`config.mk`:
```
export PLATFORM = sky130hd
export DESIGN_NAME = hd63701_sci
export DESIGN_NICKNAME = d
export VERILOG_FILES = /design/src/rtl/hd63701_sci.sv
export SDC_FILE = /design/constraint.sdc
export NUM_CORES = 1
export LEC_CHECK = 0
export ABC_AREA = 1
export BUFFER_PORTS_ARGS = -buffer_cell sky130_fd_sc_hd__buf_4
export CAP_MARGIN = 20
export CORE_AREA = 2 2 92 94
export DETAILED_ROUTE_END_ITERATION = 16
export DIE_AREA = 0 0 94 96
export PLACE_DENSITY_LB_ADDON = 0.2
export RECOVER_POWER = 100
export SLEW_MARGIN = 40
export SYNTH_ARGS = -nofsm -noshare
export SYNTH_HDL_FRONTEND = slang
export SYNTH_SLANG_ARGS = --single-unit
export TNS_END_PERCENT = 1
```
`constraint.sdc`:
```
create_clock -name CLKx2 -period 6.1 [get_ports CLKx2]
set_input_delay 0 -clock CLKx2 [delete_from_list [all_inputs] [get_ports CLKx2]]
set_output_delay 0 -clock CLKx2 [all_outputs]
set_load 0.01 [all_outputs]
```
`src/rtl/hd63701_sci.sv`:
```
// HD63701 serial communication interface: RMCR/TRCSR/RDR/TDR register window
// plus an 8N1 transmitter and receiver clocked by the CPU E-cycle enable.
module hd63701_sci #(
    parameter int unsigned SIM_DIV = 0
) (
    input  logic        CLKx2,
    input  logic        RST_N,
    input  logic        CE,
    input  logic [15:0] AD,
    input  logic        RW,
    input  logic [7:0]  DO,
    output logic [7:0]  RDATA,
    output logic        SEL,
    output logic        IRQ2_SCI,
    output logic        TXD,
    input  logic        RXD
);

    typedef enum logic [1:0] {
        S_IDLE,
        S_START,
        S_DATA,
        S_STOP
    } sci_state_t;

    logic [3:0] rmcr;
    logic       rie, re, tie, te;
    logic       tdre, rdrf, orfe;
    logic [7:0] rdr, tdr;

    logic       tdre_next, rdrf_next, orfe_next;
    logic [7:0] rdr_next;

    logic       wr_rmcr, wr_trcsr, wr_tdr, rd_rdr;

    logic [12:0] base_period, period, half_period;

    sci_state_t tx_state, tx_state_next;
    logic [12:0] tx_cnt, tx_cnt_next;
    logic [2:0]  tx_bit, tx_bit_next;
    logic [7:0]  tx_shift, tx_shift_next;
    logic        tx_load;
    logic        tx_last;

    sci_state_t rx_state, rx_state_next;
    logic [12:0] rx_cnt, rx_cnt_next;
    logic [2:0]  rx_bit, rx_bit_next;
    logic [7:0]  rx_shift, rx_shift_next;
    logic        rx_done;
    logic        rx_last, rx_half;
    logic        rx_meta, rx_sync, rx_prev;

    assign SEL      = (AD[15:2] == 14'h0004);
    assign wr_rmcr  = CE && SEL && !RW && (AD[1:0] == 2'd0);
    assign wr_trcsr = CE && SEL && !RW && (AD[1:0] == 2'd1);
    assign wr_tdr   = CE && SEL && !RW && (AD[1:0] == 2'd3);
    assign rd_rdr   = CE && SEL &&  RW && (AD[1:0] == 2'd2);

    always_comb begin
        RDATA = 8'h00;
        if (SEL) begin
            case (AD[1:0])
                2'd0: RDATA = {4'b0000, rmcr};
                2'd1: RDATA = {rdrf, orfe, tdre, rie, re, tie, te, 1'b0};
                2'd2: RDATA = rdr;
                default: RDATA = tdr;
            endcase
        end
    end

    // Bit period never collapses to zero, even with an aggressive SIM_DIV.
    always_comb begin
        case (rmcr[1:0])
            2'b00:   base_period = 13'd16;
            2'b01:   base_period = 13'd128;
            2'b10:   base_period = 13'd1024;
            default: base_period = 13'd4096;
        endcase
        period = base_period >> SIM_DIV;
        if (period == 13'd0) begin
            period = 13'd1;
        end
        half_period = period >> 1;
        if (half_period == 13'd0) begin
            half_period = 13'd1;
        end
    end

    assign tx_last = (tx_cnt >= period - 13'd1);
    assign rx_last = (rx_cnt >= period - 13'd1);
    assign rx_half = (rx_cnt >= half_period - 13'd1);

    always_ff @(posedge CLKx2 or negedge RST_N) begin
        if (!RST_N) begin
            rmcr <= 4'h0;
            rie  <= 1'b0;
            re   <= 1'b0;
            tie  <= 1'b0;
            te   <= 1'b0;
            tdr  <= 8'h00;
        end else begin
            if (wr_rmcr) begin
                rmcr <= DO[3:0];
            end
            if (wr_trcsr) begin
                rie <= DO[4];
                re  <= DO[3];
                tie <= DO[2];
                te  <= DO[1];
            end
            if (wr_tdr) begin
                tdr <= DO;
            end
        end
    end

    always_ff @(posedge CLKx2 or negedge RST_N) begin
        if (!RST_N) begin
            tx_state <= S_IDLE;
            tx_cnt   <= 13'd0;
            tx_bit   <= 3'd0;
            tx_shift <= 8'h00;
        end else begin
            tx_state <= tx_state_next;
            tx_cnt   <= tx_cnt_next;
            tx_bit   <= tx_bit_next;
            tx_shift <= tx_shift_next;
        end
    end

    // A load reads the registered TDR, so a same-cycle TDR write stays pending.
    always_comb begin
        tx_state_next = tx_state;
        tx_cnt_next   = tx_cnt;
        tx_bit_next   = tx_bit;
        tx_shift_next = tx_shift;
        tx_load       = 1'b0;
        if (CE) begin
            case (tx_state)
                S_IDLE: begin
                    if (te && !tdre) begin
                        tx_load       = 1'b1;
                        tx_shift_next = tdr;
                        tx_cnt_next   = 13'd0;
                        tx_state_next = S_START;
                    end
                end
                S_START: begin
                    if (tx_last) begin
                        tx_cnt_next   = 13'd0;
                        tx_bit_next   = 3'd0;
                        tx_state_next = S_DATA;
                    end else begin
                        tx_cnt_next = tx_cnt + 13'd1;
                    end
                end
                S_DATA: begin
                    if (tx_last) begin
                        tx_cnt_next   = 13'd0;
                        tx_shift_next = {1'b1, tx_shift[7:1]};
                        if (tx_bit == 3'd7) begin
                            tx_state_next = S_STOP;
                        end else begin
                            tx_bit_next = tx_bit + 3'd1;
                        end
                    end else begin
                        tx_cnt_next = tx_cnt + 13'd1;
                    end
                end
                default: begin
                    if (tx_last) begin
                        tx_cnt_next = 13'd0;
                        if (te && !tdre) begin
                            tx_load       = 1'b1;
                            tx_shift_next = tdr;
                            tx_state_next = S_START;
                        end else begin
                            tx_state_next = S_IDLE;
                        end
                    end else begin
                        tx_cnt_next = tx_cnt + 13'd1;
                    end
                end
            endcase
        end
    end

    always_comb begin
        TXD = 1'b1;
        if (tx_state == S_START) begin
            TXD = 1'b0;
        end else if (tx_state == S_DATA) begin
            TXD = tx_shift[0];
        end
    end

    always_ff @(posedge CLKx2 or negedge RST_N) begin
        if (!RST_N) begin
            rx_meta <= 1'b1;
            rx_sync <= 1'b1;
        end else begin
            rx_meta <= RXD;
            rx_sync <= rx_meta;
        end
    end

    always_ff @(posedge CLKx2 or negedge RST_N) begin
        if (!RST_N) begin
            rx_state <= S_IDLE;
            rx_cnt   <= 13'd0;
            rx_bit   <= 3'd0;
            rx_shift <= 8'h00;
            rx_prev  <= 1'b1;
        end else begin
            rx_state <= rx_state_next;
            rx_cnt   <= rx_cnt_next;
            rx_bit   <= rx_bit_next;
            rx_shift <= rx_shift_next;
            if (CE) begin
                rx_prev <= rx_sync;
            end
        end
    end

    always_comb begin
        rx_state_next = rx_state;
        rx_cnt_next   = rx_cnt;
        rx_bit_next   = rx_bit;
        rx_shift_next = rx_shift;
        rx_done       = 1'b0;
        if (CE) begin
            if (!re) begin
                rx_state_next = S_IDLE;
                rx_cnt_next   = 13'd0;
            end else begin
                case (rx_state)
                    S_IDLE: begin
                        if (rx_prev && !rx_sync) begin
                            rx_cnt_next   = 13'd0;
                            rx_state_next = S_START;
                        end
                    end
                    S_START: begin
                        if (rx_half) begin
                            rx_cnt_next   = 13'd0;
                            rx_bit_next   = 3'd0;
                            rx_state_next = rx_sync ? S_IDLE : S_DATA;
                        end else begin
                            rx_cnt_next = rx_cnt + 13'd1;
                        end
                    end
                    S_DATA: begin
                        if (rx_last) begin
                            rx_cnt_next   = 13'd0;
                            rx_shift_next = {rx_sync, rx_shift[7:1]};
                            if (rx_bit == 3'd7) begin
                                rx_state_next = S_STOP;
                            end else begin
                                rx_bit_next = rx_bit + 3'd1;
                            end
                        end else begin
                            rx_cnt_next = rx_cnt + 13'd1;
                        end
                    end
                    default: begin
                        if (rx_last) begin
                            rx_cnt_next   = 13'd0;
                            rx_done       = 1'b1;
                            rx_state_next = S_IDLE;
                        end else begin
                            rx_cnt_next = rx_cnt + 13'd1;
                        end
                    end
                endcase
            end
        end
    end

    // A completing byte outranks a same-cycle RDR read: the read clears first,
    // so the new byte lands as a clean reception rather than an overrun.
    always_comb begin
        tdre_next = tdre;
        if (wr_tdr) begin
            tdre_next = 1'b0;
        end else if (tx_load) begin
            tdre_next = 1'b1;
        end
        rdrf_next = rd_rdr ? 1'b0 : rdrf;
        orfe_next = rd_rdr ? 1'b0 : orfe;
        rdr_next  = rdr;
        if (rx_done) begin
            if (rx_sync) begin
                if (!rdrf || rd_rdr) begin
                    rdr_next  = rx_shift;
                    rdrf_next = 1'b1;
                end else begin
                    orfe_next = 1'b1;
                end
            end else begin
                orfe_next = 1'b1;
                rdr_next  = rx_shift;
            end
        end
    end

    always_ff @(posedge CLKx2 or negedge RST_N) begin
        if (!RST_N) begin
            tdre <= 1'b1;
            rdrf <= 1'b0;
            orfe <= 1'b0;
            rdr  <= 8'h00;
        end else begin
            tdre <= tdre_next;
            rdrf <= rdrf_next;
            orfe <= orfe_next;
            rdr  <= rdr_next;
        end
    end

    always_ff @(posedge CLKx2 or negedge RST_N) begin
        if (!RST_N) begin
            IRQ2_SCI <= 1'b0;
        end else begin
            IRQ2_SCI <= (rie & (rdrf | orfe)) | (tie & tdre);
        end
    end

endmodule

```
==> results.py, run 1 <==
metrics = {
    "synthesis": {
        "synthesis.area_mm2": 0.00511,
        "synth.net_count": 743,
        "synthDominantCellAreaShare_pct": 38.7,
        "synth_area_leader_cell": "sky130_fd_sc_hd__dfrtp_1",
        "synth_cell_types": 41,
        "synthCells": 680,
        "synthTopCellsByArea": "sky130_fd_sc_hd__dfrtp_1 39%, sky130_fd_sc_hd__nand2_1 17%, sky130_fd_sc_hd__ha_1 8.3%, sky130_fd_sc_hd__inv_1 5.4%, sky130_fd_sc_hd__nor2_1 4.9%",
        "syn_area_per_cell_um2": 7.51,
        "seq_cells_post_synth": 83,
        "yosys_warnings": 0,
        "ys_seq_area_share_pct": 40.7,
    },
    "route": {
        "count_of_nets_left_with_antenna_violations_after_detail_routing": 0,
        "wl_met1_mm": 5.12,
        "wl_per_cell_um": 13.7,
        "met2RoutedLength_mm": 5.64,
        "route.vias.total": 4543,
        "vias_per_cell": 5.39,
        "wl_mm": 11.6,
        "route.detailed.drc": 0,
        "detailedRoute.firstPassIterationCount": 5,
        "top_signal_layer_used": "met4",
        "dr_wl_met3_um": 556,
        "drt_iter0_markers": 236,
    },
    "min_path": {
        "hold_path_class": "in2reg",
    },
    "place": {
        "finalWeightedCongestion": 1.02,
        "post_dp_cell_area_mm2": 0.00548,
        "buffers_on_ports": 39,
        "dpl.hpwl_mm": 8.92,
    },
    "global_routing": {
        "global_route.usage.total_pct": 27.9,
        "grt_antenna_before_repair": 0,
        "grt_max_degree": 84,
        "grt_pass1_wl_mm": 19.8,
        "grt_pass1_vias": 4436,
        "globalRouteOverflowTotal": 0,
    },
    "worst_setup_path": {
        "cpPeakStageDelay_ps": 490,
        "worst-endpoint-arrival_ps": 3090,
        "timing.critical_path.max_delay_family": "simple AND/OR/NAND/NOR gates",
        "timing.critical_path.to_type": "flop",
        "timing.critical_path.cells": "nor2_1 > inv_1 > ha_1 > ha_1 > nand2_1 > nor2_1 > nand3_1 > nand2_1 > nor2_1 > nand2_1 > nand2_1 > nand2_1 > nand2_1 > and2_1",
        "critical_path_buffer_and_inverter_count": 1,
        "slowest_stage": "sky130_fd_sc_hd__dfrtp_1",
        "crit_path_start_kind": "flop",
        "worst_ep_required_time_ps": 6350,
        "critPathMostFrequentCell": "sky130_fd_sc_hd__nand2_1",
        "timing.setup.critical_path_class": "reg2reg",
        "worstPathMaxFanout": 11,
    },
    "sta": {
        "rsz0062_at_grt": "false",
        "finalCriticalPeriod_ps": 2840,
        "finalHoldViolCount": 0,
        "relative_slew_slack_pct": 51.6,
        "finalSetupTns_ps": 0,
        "worst_clock_skew_ps": 10.5,
        "finalCritPeriodShare_pct": 46.5,
        "maxClockFrequency_mhz": 352,
        "finalSetupViolCount": 0,
        "tightestPinTransition_ps": 726,
        "slew_viol_final": 0,
    },
    "pwr": {
        "p_per_area_mw_per_mm2": 193,
        "power_frac_comb_pct": 9.7,
        "p_leak_nw": 2.98,
        "clock_power_share_pct": 38.0,
        "vdd.ir_drop.worst_mv": 0.148,
        "switching_share_pct": 26.3,
        "power_switching_uw": 288,
        "power_frac_seq_pct": 52.4,
        "power_report.internal_total_uw": 809,
    },
    "final_layout": {
        "final.fill_count": 662,
        "design.final.nets": 796,
        "post-route-cell-area_mm2": 0.00570,
        "multi_input_comb_area_mm2": 0.00261,
        "drive_gt1_share_pct": 8.94,
        "mostFrequentLayoutCells": "235 x sky130_fd_sc_hd__nand2_1, 79 x sky130_fd_sc_hd__dfrtp_1, 74 x sky130_fd_sc_hd__inv_1, 68 x sky130_fd_sc_hd__nor2_1, 41 x sky130_fd_sc_hd__o21ai_0",
        "final_common_cell": "sky130_fd_sc_hd__nand2_1",
        "antennaDiodeCount": 0,
        "seqCellArea_mm2": 0.00208,
        "area.growth.synth_to_final_pct": 11.5,
    },
    "status": {
        "outcome": "completed",
    },
    "floorplan": {
        "die_h_um": 96,
        "placeableCoreArea_mm2": 0.00805,
        "floorplan.die_area_mm2": 0.00902,
        "start_util_pct": 63.5,
        "i_o_pin_count": 40,
        "die_w_um": 94,
        "std_cell_rows": 33,
    },
    "clocking": {
        "postCtsHoldBufs": 11,
        "post_cts_buffers": 0,
        "cts_num_sinks": 83,
        "cts_resized": 0,
        "cts_tree": "built",
        "cts.htree.levels": 3,
        "buffer_levels_on_the_longest_clock_path": 2,
        "clkTransAtPathRegs_ps": 80,
        "cell_at_the_root_of_the_clock_tree": "sky130_fd_sc_hd__clkbuf_8",
        "clk-insertion-delay-late_ps": 360,
        "clock_buffers_created_by_tritoncts": 9,
    },
    "job": {
        "cap_violations": 0,
    },
}
## final timing paths
path	start	end	slack, ps	depth (start not counted)
min reg2reg	rx_meta$_DFF_PN1_	rx_sync$_DFF_PN1_	370	0
max reg2reg	rmcr[1]$_DFFE_PN0P_	rx_cnt[7]$_DFFE_PN0P_	3260	14
min	AD[3]	rdrf$_DFF_PN0_	60	5
max	rmcr[1]$_DFFE_PN0P_	rx_cnt[7]$_DFFE_PN0P_	3260	14
min in group asynchronous	RST_N	tx_cnt[9]$_DFFE_PN0P_	240	2
max in group asynchronous	RST_N	rx_bit[0]$_DFFE_PN0P_	5360	2
## routing by layer
metal	vias to the layer above	track usage, %
met5	-	0
met4	0	10.7
met3	29	3.68
met2	144	47.7
met1	2074	36.2
li1	2296	-
## flip-flops by register name, indices dropped and copies added, names as in the netlist, 2 cells and up
name / flops
rmcr: 4
rx_bit: 3
rdr: 8
tx_shift: 8
rx_shift: 8
rx_state: 2
rx_cnt: 13
tx_state: 2
tdr: 8
tx_bit: 3
tx_cnt: 13
## cell type report
cell class	instances	share of cell area, %
clock buffers	10	2.42
well taps	105	2.31
repair buffers	50	6.48
inverters	78	5.18
flip-flops and latches	83	36.5
clock inverters	6	1.27
multi-input cells	511	45.8
## power by group through the flow
stage | combinational (mW) | clock [mW] | sequential (mW)
after floorplan | 0.0612 | 0 | 0.582
after global placement | 0.0986 | 0 | 0.584
after detailed placement | 0.103 | 0 | 0.585
after global routing | 0.122 | 0.447 | 0.576
after CTS | 0.110 | 0.420 | 0.574
final | 0.106 | 0.416 | 0.574
## synthesized netlist by cell type (all sizes together)
| cell | n |
|---|---|
| nand3 | 32 |
| nand3b | 3 |
| buf | 6 |
| ha | 34 |
| or2 | 3 |
| a22o | 1 |
| nor3 | 13 |
| and2 | 1 |
| clkbuf | 2 |
| o22ai | 1 |
| nand2 | 236 |
| nor2 | 70 |
| inv | 78 |
| nand4 | 15 |
| a21oi | 31 |
| o21ai | 43 |
| dfstp | 4 |
| a211oi | 1 |
| xnor2 | 3 |
| a31oi | 9 |
| nor3b | 1 |
| xor2 | 12 |
| a221oi | 1 |
| a21o | 1 |
| dfrtp | 79 |
## cells by family (layout without fill, tap and decap cells)
| kind of cell | count (synthesis) | in the layout | synth area share (%) |
|---|---|---|---|
| AO/OA/AOI/OAI | 88 | 88 | 9.65 |
| adder cells (fa/ha/maj) | 34 | 34 | 8.33 |
| XOR/XNOR | 15 | 15 | 2.57 |
| flip-flops | 83 | 83 | 40.7 |
| AND/OR/NAND/NOR | 374 | 374 | 31.8 |
| buffers and inverters | 86 | 144 | 6.93 |
## metrics by stage
stage                     instances  hold WS [ps]  worst slack, ps  total power [mW]  utilization, %
after floorplan                 680          -296             3770             0.643               -
after global placement          816           108             3610             0.683            68.0
after detailed placement        816          87.3             3420             0.688            68.0
after CTS                       843          52.1             3410              1.10            72.0
after global routing            843           106             2880              1.14            70.8
final                           843          56.0             3260              1.10            70.8
## worst min-delay path: stages
cell                      delay (ps)
sky130_fd_sc_hd__buf_4            80
sky130_fd_sc_hd__nor3_2           40
sky130_fd_sc_hd__nand4_1         130
sky130_fd_sc_hd__nand2_1          60
sky130_fd_sc_hd__o21ai_0          70
No activity file was read; power rests on OpenSTA's default activity.
==> inputs of run 2 (changes only) <==
--- a/config.mk
+++ b/config.mk
@@ -8,9 +8,9 @@
 export ABC_AREA = 1
 export BUFFER_PORTS_ARGS = -buffer_cell sky130_fd_sc_hd__buf_4
 export CAP_MARGIN = 20
-export CORE_AREA = 2 2 92 94
+export CORE_AREA = 2 2 100 102
 export DETAILED_ROUTE_END_ITERATION = 16
-export DIE_AREA = 0 0 94 96
+export DIE_AREA = 0 0 102 104
 export PLACE_DENSITY_LB_ADDON = 0.2
 export RECOVER_POWER = 100
 export SLEW_MARGIN = 40
==> constraint.sdc (replaced) <==
create_clock -name CLKx2 -period 2.51 [get_ports CLKx2]
set_input_delay 0 -clock CLKx2 [delete_from_list [all_inputs] [get_ports CLKx2]]
set_output_delay 0 -clock CLKx2 [all_outputs]
set_load 0.01 [all_outputs]
==> run 2 against run 1 <==
  * Sequential cell count did not move
  * Critical endpoint is now rx_state[1]$_DFFE_PN0P_
  * Setup slack got worse by 3100 ps
  * Fmax rose by 22%
  * Core utilization fell by 9.1 points
  * Critical path depth fell by 1
  * First-iteration DRC count fell by 23%
  * Clock skew rose by 1.6 ps
==> results.py, run 2 (synthesis results as in run 1) <==
metrics = {
    "final_layout": {
        "antennaDiodeCount": 0,
        "largest_registers": "rx_cnt (13), tx_cnt (13)",
        "area.growth.synth_to_final_pct": 15.3,
        "mostFrequentLayoutCells": "231 x sky130_fd_sc_hd__nand2_1, 78 x sky130_fd_sc_hd__dfrtp_1, 72 x sky130_fd_sc_hd__inv_1, 66 x sky130_fd_sc_hd__nor2_1, 36 x sky130_fd_sc_hd__o21ai_0",
        "final_common_cell": "sky130_fd_sc_hd__nand2_1",
        "stdcell_count": 880,
        "design.final.nets": 805,
        "drive_gt1_share_pct": 12.7,
    },
    "place": {
        "finalWeightedCongestion": 0.891,
        "buffers_on_ports": 39,
        "numPlacedInstances": 849,
        "dp_worst_slack_ps": 16.2,
        "dpl.hpwl_mm": 8.64,
    },
    "worst_setup_path": {
        "crit_path_start_kind": "flop",
        "reg2reg_to": "rx_state[1]$_DFFE_PN0P_",
        "crit-reg2reg-launch": "rmcr[1]$_DFFE_PN0P_",
        "reg2reg_depth": 13,
        "worst-endpoint-arrival_ps": 2570,
        "timing.critical_path.to_type": "flop",
        "regToRegSetupSlack_ps": 190,
        "timing.setup.critical_path_class": "reg2reg",
        "worst_ep_required_time_ps": 2760,
        "worstPathMaxFanout": 11,
    },
    "pwr": {
        "clock_power_share_pct": 34.9,
        "p_per_area_mw_per_mm2": 434,
        "power_switching_uw": 717,
        "power_frac_comb_pct": 10.5,
        "vdd.ir_drop.worst_mv": 0.270,
        "p_leak_nw": 3.04,
        "switching_share_pct": 28.0,
        "power_frac_seq_pct": 54.6,
        "power_report.internal_total_mw": 1.84,
    },
    "global_routing": {
        "grt_antenna_before_repair": 0,
        "grt_pass1_vias": 4268,
        "globalRouteMet1Util_pct": 30.6,
        "grt_max_degree": 46,
        "global_route.usage.met3_pct": 3.43,
        "global_route.peak_usage_layer": "met2",
        "met2_routing_resource_usage_after_global_routing_pct": 36.1,
        "globalRouteOverflowTotal": 0,
        "global_route.usage.total_pct": 22.3,
        "grt_pass1_wl_mm": 19.3,
    },
    "sta": {
        "relative_slew_slack_pct": 27.7,
        "maxClockFrequency_mhz": 431,
        "slew_viol_final": 0,
        "finalCriticalPeriod_ps": 2320,
        "worst_slack_ps": 191,
        "finalHoldViolCount": 0,
        "finalCritPeriodShare_pct": 92.4,
        "tightestPinTransition_ps": 1090,
        "worst_clock_skew_ps": 12.1,
        "finalSetupTns_ps": 0,
        "finalSetupViolCount": 0,
    },
    "route": {
        "count_of_nets_left_with_antenna_violations_after_detail_routing": 0,
        "route.detailed.drc": 0,
        "wl_mm": 11.5,
        "drt_iter0_markers": 182,
        "vias_per_cell": 5.17,
        "detailedRoute.firstPassIterationCount": 5,
        "route.vias.total": 4548,
        "wl_per_cell_um": 13.0,
    },
    "min_path": {
        "worst_hold_path.num_cells": 5,
        "hold_path_class": "in2reg",
        "hold_path_startpoint": "AD[2]",
        "whs_endpoint": "rdrf$_DFF_PN0_",
    },
    "floorplan": {
        "floorplan.die_area_mm2": 0.0106,
        "die_w_um": 102,
        "die_h_um": 104,
        "i_o_pin_count": 40,
        "std_cell_rows": 36,
        "placeableCoreArea_mm2": 0.00955,
        "start_util_pct": 53.5,
    },
    "clocking": {
        "clock_buffers_created_by_tritoncts": 9,
        "cts_tree": "built",
        "cts_num_sinks": 83,
        "cts.htree.levels": 3,
        "clk-insertion-delay-late_ps": 360,
        "buffer_levels_on_the_longest_clock_path": 2,
        "clkTransAtPathRegs_ps": 100,
        "cell_at_the_root_of_the_clock_tree": "sky130_fd_sc_hd__clkbuf_8",
    },
    "status": {
        "outcome": "completed",
    },
    "job": {
        "cap_violations": 0,
    },
}
==> run 2: cell count changes in the layout (fill, tap and decap cells not counted), moves of 4 or more <==
cell | before | now
sky130_fd_sc_hd__a21oi_1 | 29 | 25
sky130_fd_sc_hd__nand3_1 | 31 | 27
sky130_fd_sc_hd__a21oi_2 | 1 | 5
sky130_fd_sc_hd__o21ai_1 | 2 | 6
sky130_fd_sc_hd__nand2_1 | 235 | 231
sky130_fd_sc_hd__o21ai_0 | 41 | 36
sky130_fd_sc_hd__buf_4 | 27 | 35
==> run 2: how the worst max path moves through the flow <==
stage               slack, ps                       to                 from  cells past startpoint
CTS                        30    rx_cnt[7]$_DFFE_PN0P_  rmcr[1]$_DFFE_PN0P_                     14
global placement          120  rx_state[0]$_DFFE_PN0P_  rmcr[1]$_DFFE_PN0P_                     14
detailed placement         20    tx_cnt[6]$_DFFE_PN0P_  rmcr[1]$_DFFE_PN0P_                     11
floorplan                 180  rx_state[1]$_DFFE_PN0P_  rmcr[1]$_DFFE_PN0P_                     16
finish                    190  rx_state[1]$_DFFE_PN0P_  rmcr[1]$_DFFE_PN0P_                     13
global route               -4  rx_state[0]$_DFFE_PN0P_  rmcr[1]$_DFFE_PN0P_                     13
==> run 2: power groups by stage <==
| stage | Sequential, mW | Clock (mW) | Combinational [mW] |
|---|---|---|---|
| 2_1_floorplan | 1.41 | 0 | 0.149 |
| 6_report | 1.40 | 0.893 | 0.269 |
| 3_5_place_dp | 1.42 | 0 | 0.255 |
| 3_3_place_gp | 1.42 | 0 | 0.244 |
| 4_1_cts | 1.40 | 0.910 | 0.271 |
| 5_1_grt | 1.40 | 0.972 | 0.307 |
==> run 2: area by class of cell <==
type                    count  area (µm²)
fillers                   859        3660
multi-input cells         511        2730
flip-flops and latches     83        2080
repair buffers             59         437
inverters                  78         295
well taps                 133         166
clock buffers              10         128
clock inverters             6        48.8
==> run 2: repair_timing <==
action                                 CTS  global route
setup buffers                            0             4
endpoints found under the hold margin   56             0
hold buffers                            11             0
gates resized for setup                  1            12
setup endpoints to repair                1            49
pin swaps                                0             3
==> run 2: critical path, cell delays in order (launching register included) <==
cell and delay, ps:
sky130_fd_sc_hd__dfrtp_2 440, sky130_fd_sc_hd__dlymetal6s2s_1 210, sky130_fd_sc_hd__inv_1 120, sky130_fd_sc_hd__ha_1 380
sky130_fd_sc_hd__nand2_1 110, sky130_fd_sc_hd__inv_1 40, sky130_fd_sc_hd__nand2_1 50, sky130_fd_sc_hd__nand2_1 90
sky130_fd_sc_hd__a21oi_2 160, sky130_fd_sc_hd__nand2_1 100, sky130_fd_sc_hd__a21oi_2 250, sky130_fd_sc_hd__nand2_8 110
sky130_fd_sc_hd__nand3_1 90, sky130_fd_sc_hd__nand2_1 60
==> run 2: stage by stage <==
step | hold WS (ps) | power [mW] | instance area [µm²] | utilization [%]
after floorplan | -296 | 1.56 | 5110 | -
after global placement | 4.22 | 1.67 | 5560 | 58.2
after detailed placement | 16.0 | 1.68 | 5560 | 58.2
after CTS | 46.2 | 2.58 | 5850 | 61.3
after global routing | 60.5 | 2.68 | 5890 | 61.7
final | 37.5 | 2.56 | 5890 | 61.7
==> run 2: routing by layer <==
metal / part of all wire, % / vias up
li1: - / 2314
met1: 48 / 2135
met2: 48 / 82
met3: 2.8 / 17
met4: 1.6 / 0
met5: 0 / -
==> inputs of run 3 (changes only) <==
--- a/config.mk
+++ b/config.mk
@@ -8,11 +8,14 @@
 export ABC_AREA = 1
 export BUFFER_PORTS_ARGS = -buffer_cell sky130_fd_sc_hd__buf_4
 export CAP_MARGIN = 20
-export CORE_AREA = 2 2 100 102
+export CELL_PAD_IN_SITES_DETAIL_PLACEMENT = 2
+export CELL_PAD_IN_SITES_GLOBAL_PLACEMENT = 2
+export CORE_AREA = 2 2 130 132
 export DETAILED_ROUTE_END_ITERATION = 16
-export DIE_AREA = 0 0 102 104
+export DIE_AREA = 0 0 132 134
 export PLACE_DENSITY_LB_ADDON = 0.2
 export RECOVER_POWER = 100
+export SKIP_LAST_GASP = 1
 export SLEW_MARGIN = 40
 export SYNTH_ARGS = -nofsm -noshare
 export SYNTH_HDL_FRONTEND = slang
==> run 3 against run 2 <==
  * Worst hold slack better by 67 ps
  * Fmax fell by 0.19%
  * Sequential share of layout area fell by 1.9 points
  * First-iteration DRC count fell by 31%
  * Core utilization down 23 points
  * Combinational power increased by 4%
  * Sequential power is essentially flat
  * Critical path type unchanged
==> results.py, run 3 (synthesis results as in run 1) <==
metrics = {
    "status": {
        "outcome": "completed",
    },
    "worst_setup_path": {
        "timing.critical_path.to_type": "flop",
        "worst-endpoint-arrival_ps": 2570,
        "worstPathMaxFanout": 8,
        "slowest_stage": "sky130_fd_sc_hd__dfrtp_2",
        "timing.critical_path.cells": "inv_4 > nand2_1 > ha_4 > ha_1 > nand2_1 > inv_1 > nand2_1 > a21oi_1 > nor2_2 > nand2_4 > nand2_8 > inv_2 > nand3_4 > nand2_1 > nand2_1",
        "timing.setup.critical_path_class": "reg2reg",
        "critical_path.startpoint": "rmcr[1]$_DFFE_PN0P_",
        "critPathMostFrequentCell": "sky130_fd_sc_hd__nand2_1",
        "crit_path_start_kind": "flop",
        "worst_ep_required_time_ps": 2760,
        "crit-reg2reg-launch": "rmcr[1]$_DFFE_PN0P_",
        "cpPeakStageDelay_ps": 480,
    },
    "sta": {
        "finalSetupViolCount": 0,
        "relative_slew_slack_pct": 11.0,
        "tightestPinTransition_ps": 1330,
        "rsz0062_at_grt": "true",
        "finalHoldViolCount": 0,
        "maxClockFrequency_mhz": 430,
        "finalSetupTns_ps": 0,
        "slew_viol_final": 0,
        "worst_clock_skew_ps": 9.88,
        "finalCritPeriodShare_pct": 92.6,
        "finalCriticalPeriod_ps": 2320,
    },
    "final_layout": {
        "area.growth.synth_to_final_pct": 22.0,
        "largest_registers": "rx_cnt (13), tx_cnt (13)",
        "mostFrequentLayoutCells": "228 x sky130_fd_sc_hd__nand2_1, 78 x sky130_fd_sc_hd__dfrtp_1, 72 x sky130_fd_sc_hd__inv_1, 65 x sky130_fd_sc_hd__nor2_1, 41 x sky130_fd_sc_hd__buf_4",
        "drive_gt1_share_pct": 14.2,
        "seqCellArea_mm2": 0.00208,
        "final.fill_count": 1935,
        "design.final.nets": 807,
        "antennaDiodeCount": 0,
        "multi_input_comb_area_mm2": 0.00277,
        "final_common_cell": "sky130_fd_sc_hd__nand2_1",
    },
    "place": {
        "buffers_on_ports": 39,
        "dpl.hpwl_mm": 12.4,
        "finalWeightedCongestion": 0.800,
    },
    "route": {
        "route.detailed.drc": 0,
        "detailedRoute.firstPassIterationCount": 4,
        "route.vias.total": 4697,
        "count_of_nets_left_with_antenna_violations_after_detail_routing": 0,
        "wl_per_cell_um": 16.5,
        "wl_mm": 16.0,
        "vias_per_cell": 4.85,
        "drt_iter0_markers": 125,
    },
    "min_path": {
        "hold_path_class": "in2reg",
        "hold_path_startpoint": "AD[3]",
    },
    "global_routing": {
        "globalRouteOverflowTotal": 0,
        "grt_max_degree": 49,
        "grt_pass1_wl_mm": 27.7,
        "grt_pass1_vias": 5411,
        "global_route.usage.total_pct": 19.5,
        "grt_antenna_before_repair": 0,
    },
    "pwr": {
        "vdd.ir_drop.worst_mv": 0.289,
        "p_leak_nw": 3.13,
        "power_mw": 3.27,
        "p_per_area_mw_per_mm2": 524,
    },
    "clocking": {
        "clock_buffers_created_by_tritoncts": 9,
        "cell_at_the_root_of_the_clock_tree": "sky130_fd_sc_hd__clkbuf_16",
        "buffer_levels_on_the_longest_clock_path": 2,
        "cts_num_sinks": 83,
        "cts_tree": "built",
        "clk-insertion-delay-late_ps": 350,
        "clkTransAtPathRegs_ps": 70,
        "cts.htree.levels": 3,
    },
    "floorplan": {
        "start_util_pct": 31.4,
        "die_w_um": 132,
        "floorplan.die_area_mm2": 0.0177,
        "std_cell_rows": 47,
        "placeableCoreArea_mm2": 0.0163,
        "i_o_pin_count": 40,
        "die_h_um": 134,
    },
    "job": {
        "cap_violations": 0,
    },
}
-- run 3: cell count changes in the layout (fill, tap and decap cells not counted), moves of 4 or more --
cell	before	now
sky130_fd_sc_hd__clkbuf_8	9	0
sky130_fd_sc_hd__o21ai_0	36	32
sky130_fd_sc_hd__clkbuf_16	0	9
sky130_fd_sc_hd__o21ai_1	6	10
sky130_fd_sc_hd__buf_4	35	41
sky130_fd_sc_hd__clkbuf_1	10	6
-- run 3: final timing paths --
check                                           to  slack [ps]  depth (start not counted)
min reg2reg                      rx_sync$_DFF_PN1_         360                          0
max in group asynchronous  rx_shift[1]$_DFFE_PN0P_         420                          3
max reg2reg                     rdr[5]$_DFFE_PN0P_         190                         15
min in group asynchronous    tx_bit[1]$_DFFE_PN0P_         490                          2
min                                 orfe$_DFF_PN0_         100                          5
max                             rdr[5]$_DFFE_PN0P_         190                         15
-- run 3: area by class of cell --
cell class | count | share of cell area (%)
clock inverters | 7 | 1.99
inverters | 78 | 4.74
repair buffers | 61 | 7.35
well taps | 220 | 4.42
flip-flops and latches | 83 | 33.4
clock buffers | 9 | 3.61
multi-input cells | 511 | 44.5
-- run 3: worst max-delay path: cells and delay by family, from the launching register on --
kind / cells / cell delay, ps
compound gates: 1 / 150
buf+inv: 3 / 250
fa+ha+maj: 2 / 540
simple gates: 9 / 800
flops: 1 / 480
-- run 3: routing by layer --
metal	part of all wire (%)	GRT usage, %	up-vias
li1	-	-	2320
met1	45	24.1	2342
met2	52	35.9	23
met3	1.4	2.04	12
met4	1.3	5.68	0
met5	0	0	-
-- run 3: report_power, final --
| part | switching [mW] | internal (mW) |
|---|---|---|
| sequential | 0.0341 | 1.37 |
| combinational | 0.174 | 0.106 |
| clock | 0.601 | 0.983 |
-- run 3: timing repair --
action,in CTS,in global routing
setup buffers,0,0
gates resized for setup,3,18
pin swaps,0,4
endpoints found under the setup margin,12,60
hold buffers,11,0
hold endpoints to repair,61,0
-- run 3: per-stage QoR --
| stage | util [%] | instances | area, µm² | setup WS [ps] | hold slack, ps |
|---|---|---|---|---|---|
| 5_1_grt | 38.3 | 969 | 6230 | -43.4 | 166 |
| 3_5_place_dp | 35.1 | 942 | 5710 | -16.0 | 102 |
| 2_1_floorplan | - | 680 | 5110 | 178 | -296 |
| 3_3_place_gp | 35.1 | 942 | 5710 | 69.9 | 93.0 |
| 6_report | 38.3 | 969 | 6230 | 186 | 105 |
| 4_1_cts | 38.0 | 969 | 6190 | 7.69 | 94.4 |
